## config.mk

```make
export PLATFORM = sky130hd
export DESIGN_NAME = seq_bit_serializer
export DESIGN_NICKNAME = d
export VERILOG_FILES = /design/src/rtl/seq_bit_serializer.sv
export SDC_FILE = /design/constraint.sdc
export NUM_CORES = 1
export LEC_CHECK = 0
export ABC_AREA = 0
export CELL_PAD_IN_SITES_DETAIL_PLACEMENT = 1
export CELL_PAD_IN_SITES_GLOBAL_PLACEMENT = 2
export CORE_ASPECT_RATIO = 1.2
export CORE_MARGIN = 10
export CORE_UTILIZATION = 32
export CTS_CLUSTER_SIZE = 30
export DETAILED_ROUTE_END_ITERATION = 6
export GPL_ROUTABILITY_DRIVEN = 0
export PLACE_DENSITY_LB_ADDON = 0.1
export SYNTH_ARGS = -nofsm -noshare
export SYNTH_HDL_FRONTEND = slang
export SYNTH_SLANG_ARGS = --single-unit
```

## constraint.sdc

```tcl
create_clock -name clk -period 1.8 [get_ports clk]
set_input_delay 0.18 -clock clk [delete_from_list [all_inputs] [get_ports clk]]
set_output_delay 0.18 -clock clk [all_outputs]
set_load 0.01 [all_outputs]
```

## src/rtl/seq_bit_serializer.sv

```systemverilog
// seq_bit_serializer
//
// Feeds the 10010 sequence detector: takes parallel words over a valid/ready
// handshake and shifts them out one bit per clock on a single serial line.
// A one-word holding buffer lets consecutive words leave with no idle gap;
// between words the line sits at IDLE_BIT.
//
// Parameters:
//   WIDTH      word width in bits (>= 2)
//   MSB_FIRST  1: bit WIDTH-1 leaves first, 0: bit 0 leaves first
//   IDLE_BIT   level on sout while no word is being shifted
//
// Ports:
//   clk         rising-edge clock
//   rst         synchronous active-high reset
//   din         parallel word
//   din_valid   din holds a word
//   din_ready   a word can be taken this cycle (registered state only)
//   sout        serial bit, drives the detector's ain
//   sout_valid  sout carries a data bit
//   word_done   pulse during the last bit of each word
//   underrun    pulse during a last bit when no next word is available

module seq_bit_serializer #(
  parameter int WIDTH     = 8,
  parameter bit MSB_FIRST = 1'b1,
  parameter bit IDLE_BIT  = 1'b0
) (
  input  logic             clk,
  input  logic             rst,
  input  logic [WIDTH-1:0] din,
  input  logic             din_valid,
  output logic             din_ready,
  output logic             sout,
  output logic             sout_valid,
  output logic             word_done,
  output logic             underrun
);

  localparam int CNT_W = $clog2(WIDTH);
  localparam logic [CNT_W-1:0] LAST_CNT = CNT_W'(WIDTH - 1);

  typedef enum logic {
    ST_IDLE,
    ST_SHIFT
  } state_t;

  state_t           state_q, state_d;
  logic [WIDTH-1:0] sh_q, sh_d;
  logic [CNT_W-1:0] cnt_q, cnt_d;
  logic [WIDTH-1:0] hold_q, hold_d;
  logic             hold_full_q, hold_full_d;

  logic             xfer;
  logic             last_bit;
  logic [WIDTH-1:0] sh_shifted;

  // State register: every flop of the block lives here. Reset drops both the
  // in-flight word and the held word so nothing partial leaves afterwards.
  always_ff @(posedge clk) begin
    if (rst) begin
      state_q     <= ST_IDLE;
      sh_q        <= '0;
      cnt_q       <= '0;
      hold_q      <= '0;
      hold_full_q <= 1'b0;
    end else begin
      state_q     <= state_d;
      sh_q        <= sh_d;
      cnt_q       <= cnt_d;
      hold_q      <= hold_d;
      hold_full_q <= hold_full_d;
    end
  end

  // Next-state logic. An accepted word goes straight into the shifter when
  // the shifter is free at the next edge (idle, or finishing its last bit
  // with nothing held); otherwise it parks in the holding register. A held
  // word always wins the shifter over a newly arriving one.
  always_comb begin
    state_d     = state_q;
    sh_d        = sh_q;
    cnt_d       = cnt_q;
    hold_d      = hold_q;
    hold_full_d = hold_full_q;

    xfer     = din_valid && !hold_full_q;
    last_bit = (state_q == ST_SHIFT) && (cnt_q == LAST_CNT);

    // The shifter always moves toward the end that drives sout.
    if (MSB_FIRST) begin
      sh_shifted = {sh_q[WIDTH-2:0], 1'b0};
    end else begin
      sh_shifted = {1'b0, sh_q[WIDTH-1:1]};
    end

    unique case (state_q)
      ST_IDLE: begin
        if (xfer) begin
          sh_d    = din;
          cnt_d   = '0;
          state_d = ST_SHIFT;
        end
      end

      ST_SHIFT: begin
        if (!last_bit) begin
          sh_d  = sh_shifted;
          cnt_d = cnt_q + 1'b1;
          if (xfer) begin
            hold_d      = din;
            hold_full_d = 1'b1;
          end
        end else if (hold_full_q) begin
          // din_ready is low here, so hold cannot also be refilled this edge.
          sh_d        = hold_q;
          cnt_d       = '0;
          hold_full_d = 1'b0;
        end else if (xfer) begin
          sh_d  = din;
          cnt_d = '0;
        end else begin
          sh_d    = '0;
          cnt_d   = '0;
          state_d = ST_IDLE;
        end
      end

      default: begin
        state_d = ST_IDLE;
      end
    endcase
  end

  // Output logic. Everything except underrun depends on registered state
  // only, so the detector's input never sees a path from din/din_valid.
  always_comb begin
    din_ready  = !hold_full_q;
    sout_valid = (state_q == ST_SHIFT);
    word_done  = (state_q == ST_SHIFT) && (cnt_q == LAST_CNT);
    underrun   = word_done && !hold_full_q && !(din_valid && !hold_full_q);

    if (state_q == ST_SHIFT) begin
      sout = MSB_FIRST ? sh_q[WIDTH-1] : sh_q[0];
    end else begin
      sout = IDLE_BIT;
    end
  end

endmodule

```

==> metrics.txt <==
I/O pin total 16; max-cap violation count 0; final setup TNS 0 ns; post-DR vias/cell 5.43; kind of critical path reg2out; area added between synthesis and finish 22.2%; leakage power summed over all cells 0.516 nW; root buffer cell sky130_fd_sc_hd__clkbuf_8; sink count of the clock tree 21; first-pass GRT wire length about 5400 µm; number of enable flip-flop cells after synthesis 0; antenna cell count 0; largest cells by area after synthesis sky130_fd_sc_hd__dfxtp_1 (38%), sky130_fd_sc_hd__mux2i_1 (8.2%), sky130_fd_sc_hd__nor2_1 (6.1%); maximum number of pins on one net before global-route repair 22; buffers and inverters on the worst path 2; min setup slack post-route 0.0958 ns; largest fanout on the critical path 9; final net count 159; Port Buffers 15; type of the most critical hold path reg2reg; main combinational cell family by area after synthesis simple AND/OR/NAND/NOR gates; Iter 0 DRT Violations 49; Top Family by Delay on Critical Path buffers and inverters; logic depth of the worst register-to-register path 6; number of cells produced by synthesis 125; via count 988; cell-by-cell trace of the critical path buf_4 -> and2_1 -> clkdlybuf4s50_1; worst hold path cell count 2; height of the chip between 80 and 90 µm; share of the synthesized area in the top cell type 0.381; pins over their slew limit 0; crit path launch type flip-flop; proportion of layout cells with a drive suffix above 1 0.117; Max Clock Freq between 500 and 600 MHz; most used standard cells in the synthesized netlist sky130_fd_sc_hd__dfxtp_1 (21), sky130_fd_sc_hd__nor2_1 (18), sky130_fd_sc_hd__a21oi_1 (9), sky130_fd_sc_hd__mux2i_1 (9); max incr delay on CP 0.53 ns; number of hold violations in the final report 0; Total Wirelength 3030 µm; Worst Clk Skew 0.00319 ns; critical path capture point type primary output; clock tree from TritonCTS done; final setup vio count 0; total nets after synthesis 138; row count 23; count of warnings emitted by yosys 0; CP arrival 1.52 ns; cell with the most instances after synthesis sky130_fd_sc_hd__dfxtp_1; total global routing track utilization 0.105; drt drc 0; post-detailed-placement half-perimeter wirelength roughly 2300 µm; post-synthesis share of cell area spent on and, or, nand and nor gates 0.238; WP data required about 1.6 ns; Unique masters post-synth 29; drt pass-1 iters 4; number of nets with antenna violations after detailed routing 0; routed wirelength normalized by instance count 16.6 µm; count of hold-fix buffers inserted at cts 0; starting density of the core 0.331; path length in cells of the critical path 3; number of global-route vias before repair 1090; adder-cell share of the synthesized area 0.0227; total clock buffers created by CTS 3; share of synthesized registers carrying an async set or reset 0; Avg Inst Size Synth 8.83 µm²; post-CTS setup buffers 0; Synth Cell Area 1100 µm²; Max Root-Sink Buffers 2; flop and latch count out of synthesis 21; register clock-pin slew on the reported worst setup and hold paths 0.08 ns; latest clock arrival within the worst-skew pair 0.26 ns; worst slack, placed 0.0614 ns; biggest area consumer among synthesized cells sky130_fd_sc_hd__dfxtp_1; mux contribution to synthesized area 0.0816; main flop type after synthesis sky130_fd_sc_hd__dfxtp_1; minimum clock period after layout 1.70 ns; Critical Path Slowest Stage Cell sky130_fd_sc_hd__clkdlybuf4s50_1; number of antenna violations at the first check in global routing 0; XOR/XNOR Fraction of Synth Area 0; ratio of final minimum period to clock period 0.947; slew at the pin closest to its max-slew limit 0.444 ns; Core Area 3340 µm²; proportion of synthesized chip area in sequential cells 0.381; run status completed; pwr/cell area 763 nW/µm²; width of the die approximately 74 µm; worst max-slew margin expressed relative to the limit 0.703; Remaining Overflow, GRT 0; post-synthesis compound-gate area fraction 0.192; RSZ-0062 raised after global routing no; CTS HTree Levels 1; IR Drop Worst-Case VDD 288 µV; Total Die Area 6210 µm²
==> worst paths after layout <==
kind,start,slack (ns),to
worst max register to register,cnt_q[0],0.25,hold_q[5]
worst min-delay path,hold_q[1],0.50,hold_q[1]
worst max-delay path,sout_valid,0.1,sout
worst min register to register,hold_q[1],0.50,hold_q[1]
==> logic make-up after synthesis <==
family	count (synthesis)
flops	21
buf+inv	14
mux	9
fa+ha+maj	2
simple gates	50
compound gates	29
==> registers in the layout, summed over array words and instances, names as in the netlist <==
name / cells
hold_q: 8
sh_q: 8
hold_full_q: 1
sout_valid: 1
cnt_q: 3
==> cell usage in the layout, fill, tap and decap left out <==
master	instances
sky130_fd_sc_hd__dfxtp_1	21
sky130_fd_sc_hd__nor2_1	18
sky130_fd_sc_hd__clkdlybuf4s50_1	13
sky130_fd_sc_hd__buf_4	11
sky130_fd_sc_hd__mux2i_1	9
sky130_fd_sc_hd__a21oi_1	9
sky130_fd_sc_hd__nand2_1	8
sky130_fd_sc_hd__nor3_1	8
sky130_fd_sc_hd__nand3b_1	8
sky130_fd_sc_hd__a21o_1	7
sky130_fd_sc_hd__o41ai_1	6
sky130_fd_sc_hd__inv_1	3
sky130_fd_sc_hd__clkbuf_8	3
sky130_fd_sc_hd__nor2b_1	2
sky130_fd_sc_hd__a32oi_1	2
sky130_fd_sc_hd__and2_1	1
sky130_fd_sc_hd__and4bb_1	1
sky130_fd_sc_hd__or3b_1	1
sky130_fd_sc_hd__clkinv_1	1
sky130_fd_sc_hd__nor2_4	1
sky130_fd_sc_hd__o41ai_2	1
sky130_fd_sc_hd__a22oi_1	1
sky130_fd_sc_hd__o32ai_1	1
sky130_fd_sc_hd__nand2b_1	1
sky130_fd_sc_hd__nor3b_1	1
sky130_fd_sc_hd__a31oi_1	1
sky130_fd_sc_hd__o21ai_0	1
sky130_fd_sc_hd__ha_1	1
sky130_fd_sc_hd__ha_2	1
sky130_fd_sc_hd__clkbuf_1	1
sky130_fd_sc_hd__dlygate4sd1_1	1
sky130_fd_sc_hd__dlygate4sd2_1	1
==> routing by layer <==
layer | routed length, µm | up-vias | global-route usage | share of wire
met2 | 1400 | 18 | 0.164 | 0.46
met1 | 1480 | 480 | 0.136 | 0.49
met3 | 100 | 4 | 0.0236 | 0.033
li1 | - | 486 | - | -
met5 | 0 | - | 0 | 0
met4 | 42 | 0 | 0.0374 | 0.014
==> through the flow <==
step | util | hold slack [ns] | instances | area, µm² | power [mW]
6_report | 0.404 | 0.496 | 182 | 1350 | 1.03
5_1_grt | 0.404 | 0.540 | 182 | 1350 | 1.09
4_1_cts | 0.404 | 0.506 | 182 | 1350 | 1.04
3_5_place_dp | 0.391 | 0.487 | 178 | 1300 | 0.726
3_3_place_gp | 0.391 | 0.473 | 178 | 1300 | 0.717
2_1_floorplan | - | 0.283 | 125 | 1100 | 0.652
==> worst reg2reg max path, stage by stage (launching register included) <==
cell and delay (ns):
sky130_fd_sc_hd__dfxtp_1 0.33, sky130_fd_sc_hd__ha_1 0.21, sky130_fd_sc_hd__ha_2 0.20, sky130_fd_sc_hd__and4bb_1 0.29, sky130_fd_sc_hd__buf_4 0.17, sky130_fd_sc_hd__mux2i_1 0.20
sky130_fd_sc_hd__nor2_1 0.05
==> power breakdown <==
part	internal [mW]	leakage, nW	switching [mW]	total (mW)
clock network	0.158	0.0228	0.158	0.316
logic	0.0960	0.321	0.0986	0.195
registers	0.497	0.172	0.0218	0.518
==> area by class of cell <==
cell class,count,area (µm²)
inverter,4,15.0
sequential,21,420
multi-input combinational,90,592
clock buffer,4,45.0
fill,404,1990
timing repair buffer,26,230
tap,37,46.3
==> repair_timing <==
item	CTS	global route
hold endpoints to repair	0	0
resized for setup	3	2
setup endpoints to repair	2	1
Note: power is estimated with default switching activity, not from simulation.
